<file path="config.mk">
export PLATFORM = sky130hd
export DESIGN_NAME = bus_gate_arbiter_flat
export DESIGN_NICKNAME = d
export VERILOG_FILES = /design/src/rtl/lc3_bus_pkg.sv /design/src/rtl/bus_gate_arbiter_if.sv /design/src/rtl/bus_gate_arbiter_rr_pick4.sv /design/src/rtl/bus_gate_arbiter.sv /design/src/flat_wrapper.sv
export SDC_FILE = /design/constraint.sdc
export NUM_CORES = 1
export LEC_CHECK = 0
export CORE_ASPECT_RATIO = 1.1
export CORE_MARGIN = 1.5
export CORE_UTILIZATION = 35
export DETAILED_ROUTE_END_ITERATION = 16
export GPL_TIMING_DRIVEN = 0
export HOLD_SLACK_MARGIN = 0.03
export PLACE_DENSITY_LB_ADDON = 0.15
export SETUP_SLACK_MARGIN = 0.2
export SYNTH_ARGS = -nofsm -noshare
export SYNTH_HDL_FRONTEND = slang
export SYNTH_SLANG_ARGS = --single-unit
</file>
<file path="constraint.sdc">
create_clock -name Clk -period 1.85 [get_ports Clk]
set_input_delay 0.185 -clock Clk [delete_from_list [all_inputs] [get_ports Clk]]
set_output_delay 0.185 -clock Clk [all_outputs]
set_load 0.02 [all_outputs]
</file>
<file path="src/rtl/lc3_bus_pkg.sv">
// Shared SLC-3 bus definitions: driver indices, one-hot gate codes and arbiter state.
package lc3_bus_pkg;

  localparam int unsigned NUM_SRC = 4;
  localparam int unsigned SRC_W   = 2;
  localparam int unsigned HOLD_W  = 4;

  localparam logic [SRC_W-1:0] SRC_PC     = 2'd3;
  localparam logic [SRC_W-1:0] SRC_MDR    = 2'd2;
  localparam logic [SRC_W-1:0] SRC_ALU    = 2'd1;
  localparam logic [SRC_W-1:0] SRC_MARMUX = 2'd0;

  localparam logic [NUM_SRC-1:0] GATE_PC     = 4'b1000;
  localparam logic [NUM_SRC-1:0] GATE_MDR    = 4'b0100;
  localparam logic [NUM_SRC-1:0] GATE_ALU    = 4'b0010;
  localparam logic [NUM_SRC-1:0] GATE_MARMUX = 4'b0001;
  localparam logic [NUM_SRC-1:0] GATE_NONE   = 4'b0000;

  typedef enum logic {
    IDLE = 1'b0,
    OWN  = 1'b1
  } arb_state_e;

  function automatic logic [NUM_SRC-1:0] gate_of(input logic [SRC_W-1:0] idx);
    return NUM_SRC'(1) << idx;
  endfunction

endpackage

</file>
<file path="src/rtl/bus_gate_arbiter_if.sv">
// Bus-request/gate bundle between the bus drivers and the gate arbiter.
interface bus_gate_arbiter_if;
  import lc3_bus_pkg::*;

  logic [NUM_SRC-1:0] req;
  logic [NUM_SRC-1:0] last;
  logic [NUM_SRC-1:0] gate;
  logic [SRC_W-1:0]   grant_id;
  logic               busy;

  modport master (
    output req,
    output last,
    input  gate,
    input  grant_id,
    input  busy
  );

  modport slave (
    input  req,
    input  last,
    output gate,
    output grant_id,
    output busy
  );
endinterface

</file>
<file path="src/rtl/bus_gate_arbiter_rr_pick4.sv">
// Combinational round-robin pick; order PC->MDR->ALU->MARMUX, starting after last_winner.
module rr_pick4
  import lc3_bus_pkg::*;
(
  input  logic [NUM_SRC-1:0] req,
  input  logic [SRC_W-1:0]   last_winner,
  output logic               valid_c,
  output logic [SRC_W-1:0]   idx_c
);

  // Walk from lowest priority (the last winner itself) up to the highest so the
  // final hit is the one just after the last winner in descending-index order.
  always_comb begin
    valid_c = 1'b0;
    idx_c   = SRC_MARMUX;
    for (int i = 4; i >= 1; i--) begin
      if (req[SRC_W'(last_winner - SRC_W'(i))]) begin
        valid_c = 1'b1;
        idx_c   = SRC_W'(last_winner - SRC_W'(i));
      end
    end
  end

endmodule

</file>
<file path="src/rtl/bus_gate_arbiter.sv">
// Round-robin owner of the shared datapath bus; drives the registered one-hot gate select.
module bus_gate_arbiter
  import lc3_bus_pkg::*;
#(
  parameter int unsigned MAX_HOLD = 4
) (
  input  logic                Clk,
  input  logic                Reset,
  bus_gate_arbiter_if.slave   bus
);

  arb_state_e          state_q, state_d;
  logic [NUM_SRC-1:0]  gate_q, gate_d;
  logic [SRC_W-1:0]    grant_id_q, grant_id_d;
  logic                busy_q, busy_d;
  logic [HOLD_W-1:0]   hold_q, hold_d;
  logic [SRC_W-1:0]    ptr_q, ptr_d;

  logic [NUM_SRC-1:0]  others;
  logic [NUM_SRC-1:0]  pick_req;
  logic                own_req;
  logic                own_last;
  logic                hold_full;
  logic                release_c;
  logic                pick_valid;
  logic [SRC_W-1:0]    pick_idx;

  // gate_q is one-hot of the owner, so it doubles as the owner mask.
  always_comb begin
    others    = bus.req & ~gate_q;
    own_req   = |(bus.req & gate_q);
    own_last  = |(bus.req & bus.last & gate_q);
    hold_full = (hold_q == HOLD_W'(MAX_HOLD));
    release_c = own_last || !own_req || (hold_full && (|others));
    pick_req  = (state_q == OWN) ? others : bus.req;
  end

  rr_pick4 u_pick (
    .req         (pick_req),
    .last_winner (ptr_q),
    .valid_c     (pick_valid),
    .idx_c       (pick_idx)
  );

  always_comb begin
    state_d    = state_q;
    gate_d     = gate_q;
    grant_id_d = grant_id_q;
    busy_d     = busy_q;
    hold_d     = hold_q;
    ptr_d      = ptr_q;

    if ((state_q == IDLE) || release_c) begin
      if (pick_valid) begin
        state_d    = OWN;
        gate_d     = gate_of(pick_idx);
        grant_id_d = pick_idx;
        busy_d     = 1'b1;
        hold_d     = HOLD_W'(1);
        ptr_d      = pick_idx;
      end else begin
        state_d    = IDLE;
        gate_d     = GATE_NONE;
        grant_id_d = SRC_MARMUX;
        busy_d     = 1'b0;
        hold_d     = '0;
      end
    end else if (!hold_full) begin
      hold_d = hold_q + HOLD_W'(1);
    end
  end

  always_ff @(posedge Clk) begin
    if (Reset) begin
      state_q    <= IDLE;
      gate_q     <= GATE_NONE;
      grant_id_q <= SRC_MARMUX;
      busy_q     <= 1'b0;
      hold_q     <= '0;
      ptr_q      <= SRC_MARMUX;
    end else begin
      state_q    <= state_d;
      gate_q     <= gate_d;
      grant_id_q <= grant_id_d;
      busy_q     <= busy_d;
      hold_q     <= hold_d;
      ptr_q      <= ptr_d;
    end
  end

  assign bus.gate     = gate_q;
  assign bus.grant_id = grant_id_q;
  assign bus.busy     = busy_q;

endmodule
</file>
<file path="src/flat_wrapper.sv">
// flat-port wrapper written by rule: the top's interface ports become plain ports
module bus_gate_arbiter_flat import lc3_bus_pkg::*;
#(
  parameter int unsigned MAX_HOLD = 4
)
  (Clk, Reset, bus_req, bus_last, bus_gate, bus_grant_id, bus_busy);
  bus_gate_arbiter_if bus_i ();
  input  logic Clk;
  input  logic Reset;
  input wire logic [$bits(bus_i.req)-1:0] bus_req;
  input wire logic [$bits(bus_i.last)-1:0] bus_last;
  output wire logic [$bits(bus_i.gate)-1:0] bus_gate;
  output wire logic [$bits(bus_i.grant_id)-1:0] bus_grant_id;
  output wire logic [$bits(bus_i.busy)-1:0] bus_busy;
  assign bus_i.req = bus_req;
  assign bus_i.last = bus_last;
  assign bus_gate = bus_i.gate;
  assign bus_grant_id = bus_i.grant_id;
  assign bus_busy = bus_i.busy;
  bus_gate_arbiter #(.MAX_HOLD(MAX_HOLD)) u_core (.Clk(Clk), .Reset(Reset), .bus(bus_i));
endmodule
</file>
==> results of run 1 <==
repair_timing:
item | CTS | global route
endpoints found under the setup margin | 7 | 10
pin swaps | 2 | 4
buffers inserted | 3 | 4
resized for setup | 5 | 17
Yosys cell counts, types with 2 or more instances:
library cell	instances	share of area, %
a21boi_1	4	3.6
a21oi_1	4	2.4
dfxtp_1	13	31
ha_1	2	3.0
inv_1	8	3.6
nand2_1	4	1.8
nand2b_1	4	3.0
nand3_1	6	3.6
nand4_1	4	3.0
nor2_1	5	2.3
nor2b_1	3	2.3
o32ai_1	4	4.2
report_power, final:
part	internal (mW)	switching [mW]	leakage, nW
clock	0.0837	0.0936	0.0150
combinational	0.187	0.172	0.319
sequential	0.317	0.0516	0.108
state kept, by name (all words and copies together), names as in the netlist:
register             count
u_core.bus.gate          4
u_core.hold_q            4
u_core.ptr_q             2
u_core.bus.busy          1
u_core.bus.grant_id      2
final cells by class:
class | instances | share of cell area [%]
plain buffers | 2 | 2.65
clock buffers | 4 | 2.23
inverters | 8 | 2.55
multi-input cells | 70 | 49.5
flip-flops and latches | 13 | 22.6
well taps | 30 | 3.18
repair buffers | 22 | 17.3
through the flow:
stage | worst slack, ps | hold WS (ps)
after global placement | -165 | 400
after CTS | 156 | 101
after global routing | 178 | 116
after detailed placement | -187 | 403
after floorplan | 225 | 377
final | 207 | 102
metal layers:
metal	wire length (microns)	track usage (%)	vias up
met5	0	0	-
met4	35	7.62	0
met3	80	2.22	5
met2	1080	27.5	18
met1	943	20.3	378
li1	-	-	416
path summary, 6_finish.rpt:
path / cells past startpoint / from / slack (ps) / endpoint
worst max-delay path: 4 / u_core.bus.busy$_SDFFE_PP0N_ / 210 / u_core.bus.gate[2]$_SDFFE_PP0N_
worst min-delay path: 2 / Reset / 100 / u_core.bus.busy$_SDFFE_PP0N_
worst max register to register: 4 / u_core.bus.busy$_SDFFE_PP0N_ / 210 / u_core.bus.gate[2]$_SDFFE_PP0N_
worst min register to register: 2 / u_core.bus.grant_id[1]$_SDFFE_PP0N_ / 480 / u_core.bus.grant_id[1]$_SDFFE_PP0N_
cell families (layout without fill, tap and decap cells):
kind of cell / Yosys count / count (layout) / synth area share (%)
compound gates: 29 / 29 / 29.0
mux: 2 / 2 / 2.87
flops: 13 / 13 / 31.5
xor+xnor: 1 / 1 / 1.06
simple gates: 36 / 36 / 25.1
buf+inv: 10 / 36 / 7.41
fa+ha+maj: 2 / 2 / 3.03
==> impl_metrics.tcl, run 1 <==
set metrics [dict create \
    boundaryPins 17 \
    antennaDiodeCount 0 \
    grt_pass1_wl_microns 3260 \
    fin_crit_sh_pct 88.8 \
    synth_area_sq_um 827 \
    crit_slowest_cell "or4_4" \
    maxCapViolCount 0 \
    syn-num-nets 105 \
    grt_max_degree 11 \
    antenna_found_initial 0 \
    cts_buffers 3 \
    max_freq_mhz 609 \
    drtPass1Iterations 4 \
    async_flop_share_pct 0 \
    seq_area_sq_um 267 \
    wl_per_cell_microns 14.4 \
    synthToLayoutAreaGrowth_pct 42.7 \
    run_status "completed" \
    placed_cell_area_sq_um 1010 \
    final-max-slew-violation-count 0 \
    dp_cells 138 \
    mostFrequentLayoutCells "13 x clkdlybuf4s50_1, 10 x dfxtp_1, 7 x buf_4, 6 x inv_1, 6 x nand3_1" \
    design_area_sq_um 1180 \
    leakagePower_nw 0.443 \
    cp-start-kind "flip-flop" \
    clk_latency_ps 280 \
    cts_tree "yes" \
    cts_hold_buf 0 \
    final.setup_skew_ps 0.699 \
    p_per_area_nw_per_um2 767 \
    clock-sinks 13 \
    slew_headroom_pct 69.2 \
    yosysUniqueCellTypes 44 \
    synth_edf_count 0 \
    core_region_area_sq_um 2250 \
    required_ps 2040 \
    synth_seq_cells 13 \
    worst-slew-pin-transition_ps 459 \
    worst-setup-path-type "flip-flop to flip-flop" \
    vdd.ir_drop.worst_uv 390 \
    gp_congestion 0.780 \
    cp_cell_sequence "a21bo_4 -> o211a_1 -> or4_4 -> o32ai_1" \
    ys_seq_area_share_pct 31.5 \
    dr_total_vias 817 \
    worst_path_largest_cell_delay_ps 460 \
    track_usage_pct 16.1 \
    netlist_instances 93 \
    hpwl_microns 1460 \
    initialDrtViolationCount 16 \
    critical_path.max_fanout 8 \
    rows 18 \
    stdcell_count 149 \
    viasPerCell 5.48 \
    final_util_pct 52.4 \
    setup_tns_ps 0 \
    wl_microns 2140 \
    synth.avg_cell_area_sq_um 8.89 \
    finalPower_mw 0.905 \
    hold_viol 0 \
    dieArea_sq_um 2660 \
    post-route-min-period_ps 1640 \
    drive_above_1_share_pct 30.3 \
    io_buffers 15 \
    overflow 0 \
    finalNetCount 132 \
    hold_class "primary input to flip-flop" \
    cp-end-kind "flip-flop" \
    yosysWarnings 0 \
    grt_pass1_vias 711 \
    arrival_ps 1830 \
    ant_nets 0 \
    cp_top_family "compound AO/OA/AOI/OAI gates" \
    die_h_microns 54.0 \
    drc_errors 0 \
    cts_buffer_depth 2 \
    fp.dieW_microns 49.4 \
    clk_pin_slew_worst_paths_ps 80 \
    synth_top_flop_cell "dfxtp_1" \
    initial_utilization_pct 36.7 \
    cts_root_buf "clkbuf_4" \
    fill_cells 217 \
    setup_viol 0 \
    cp.buffers_inverters 0 \
    rsz0062_at_grt "yes" \
    final_common_cell "clkdlybuf4s50_1" \
    htreeDepth 1 \
    multiInputGateArea_sq_um 584 \
]
No activity file was read; power rests on OpenSTA's default activity.
==> run 2, diff against run 1 <==
--- a/config.mk
+++ b/config.mk
@@ -6,4 +6,5 @@
 export NUM_CORES = 1
 export LEC_CHECK = 0
+export CAP_MARGIN = 10
 export CORE_ASPECT_RATIO = 1.1
 export CORE_MARGIN = 1.5
==> constraint.sdc (replaced) <==
create_clock -name Clk -period 1.85 [get_ports Clk]
set_input_delay 0.185 -clock Clk [delete_from_list [all_inputs] [get_ports Clk]]
set_output_delay 0.185 -clock Clk [all_outputs]
set_load 0.05 [all_outputs]
==> impl_metrics.tcl, run 2 (synthesized netlist as in run 1, its figures left out) <==
set metrics [dict create \
    combPwrFrac_pct 40.1 \
    cts_root_buf "clkbuf_4" \
    crit_slowest_cell "or3_2" \
    cp-end-kind "flip-flop" \
    switching_share_pct 38.9 \
    run_status "completed" \
    worst_hold_path.endpoint "u_core.bus.busy$_SDFFE_PP0N_" \
    fp.dieW_microns 49.4 \
    rows 18 \
    fin_crit_sh_pct 87.6 \
    r2r-start "u_core.bus.busy$_SDFFE_PP0N_" \
    hpwl_microns 1440 \
    arrival_ps 1810 \
    worst-slew-pin-transition_ps 497 \
    cp-start-kind "flip-flop" \
    clockPowerShare_pct 19.8 \
    gp_congestion 0.746 \
    final.setup_skew_ps 5.08 \
    gr-usage-met3_pct 3.06 \
    viasPerCell 5.65 \
    max_freq_mhz 617 \
    hold_class "primary input to flip-flop" \
    final-max-slew-violation-count 0 \
    met2_usage_pct 27.3 \
    antennaDiodeCount 0 \
    worst-setup-path-type "flip-flop to flip-flop" \
    worst_path_largest_cell_delay_ps 490 \
    grt.met1_usage_pct 20.7 \
    maxCapViolCount 0 \
    reg2reg_to "u_core.bus.gate[0]$_SDFFE_PP0N_" \
    core_region_area_sq_um 2250 \
    cts_buffers 3 \
    grt_pass1_vias 717 \
    placed_cell_area_sq_um 1020 \
    track_usage_pct 16.3 \
    required_ps 2040 \
    p_int_mw 0.555 \
    hold_viol 0 \
    power_switching_mw 0.353 \
    clock-sinks 13 \
    wl_microns 1950 \
    top_usage_layer "met2" \
    setup_viol 0 \
    mostFrequentLayoutCells "8 x dfxtp_1, 7 x clkdlybuf4s50_1, 6 x inv_1, 6 x nand3_1, 6 x dlygate4sd2_1" \
    cts_hold_buf 0 \
    grt_max_degree 11 \
    rsz0062_at_grt "yes" \
    initial_utilization_pct 36.7 \
    critical_path.max_fanout 8 \
    dieArea_sq_um 2660 \
    drtPass1Iterations 4 \
    die_h_microns 54.0 \
    clk_latency_ps 280 \
    grt_pass1_wl_microns 3330 \
    reg2reg_slack_ps 230 \
    setup_tns_ps 0 \
    dr_total_vias 819 \
    holdPathStages 2 \
    finalNetCount 128 \
    boundaryPins 17 \
    drive_above_1_share_pct 25.2 \
    cts_buffer_depth 2 \
    slew_headroom_pct 66.8 \
    design_area_sq_um 1110 \
    r2r.worst_path.cells 4 \
    final_common_cell "dfxtp_1" \
    vdd.ir_drop.worst_uv 428 \
    finalPower_mw 0.908 \
    wl_per_cell_microns 13.5 \
    leakagePower_nw 0.444 \
    post-route-min-period_ps 1620 \
    antenna_found_initial 0 \
    synthToLayoutAreaGrowth_pct 34.0 \
    drc_errors 0 \
    whs_ps 101 \
    ant_nets 0 \
    clk_pin_slew_worst_paths_ps 80 \
    io_buffers 15 \
    power_frac_seq_pct 40.1 \
    overflow 0 \
    cts_tree "yes" \
    initialDrtViolationCount 14 \
    hp-start "Reset" \
    p_per_area_nw_per_um2 819 \
    htreeDepth 1 \
    cp_cell_sequence "a21bo_1 -> or3_2 -> o211a_2 -> o41ai_2" \
]
-- run 2: power by group through the flow --
stage | Clock [mW] | Combinational [mW] | Sequential [mW]
2_1_floorplan | 0 | 0.178 | 0.437
3_3_place_gp | 0 | 0.355 | 0.369
3_5_place_dp | 0 | 0.355 | 0.370
4_1_cts | 0.186 | 0.347 | 0.364
5_1_grt | 0.204 | 0.393 | 0.374
6_report | 0.180 | 0.365 | 0.364
-- run 2: what timing repair did --
item                                    CTS  global route
hold endpoints to repair                  0             0
endpoints found under the setup margin   11            10
gates resized for setup                   7            11
buffers inserted                          2             1
gates cloned                              0             0
pin swaps                                 0             2
-- run 2: worst max path at each step --
stage,slack (ps),cells past startpoint,endpoint,startpoint
finish,230,4,u_core.bus.gate[0]$_SDFFE_PP0N_,u_core.bus.busy$_SDFFE_PP0N_
CTS,170,6,u_core.bus.gate[0]$_SDFFE_PP0N_,u_core.hold_q[0]$_SDFFE_PP0P_
global placement,-150,5,u_core.bus.gate[2]$_SDFFE_PP0N_,bus_req[2]
detailed placement,-160,5,u_core.bus.gate[2]$_SDFFE_PP0N_,bus_req[3]
floorplan,220,4,u_core.bus.gate[0]$_SDFFE_PP0N_,u_core.bus.busy$_SDFFE_PP0N_
global route,160,4,u_core.bus.gate[0]$_SDFFE_PP0N_,u_core.bus.busy$_SDFFE_PP0N_
-- run 2: final cells by class --
cell class,count,area (sq um)
fill,222,1140
multi-input combinational,70,544
sequential,13,269
timing repair buffer,18,170
tap,30,37.5
buffer,2,31.3
inverter,8,30.0
clock buffer,4,26.3
-- run 2: critical path, delay by kind of cell, from the launching register on --
family	cells	cell delay [ps]
compound gates	3	670
flops	1	380
simple gates	1	490
-- run 2: through the flow --
stage / util [%] / setup slack, ps / std cells
2_1_floorplan: - / 217 / 93
4_1_cts: 47.0 / 167 / 144
5_1_grt: 49.2 / 156 / 145
3_3_place_gp: 45.3 / -150 / 138
6_report: 49.2 / 229 / 145
3_5_place_dp: 45.3 / -160 / 138
-- run 2: layer usage --
layer	part of all wire, %	vias up
met5	0	-
li1	-	408
met2	48	15
met4	1.3	0
met3	3.9	4
met1	47	392
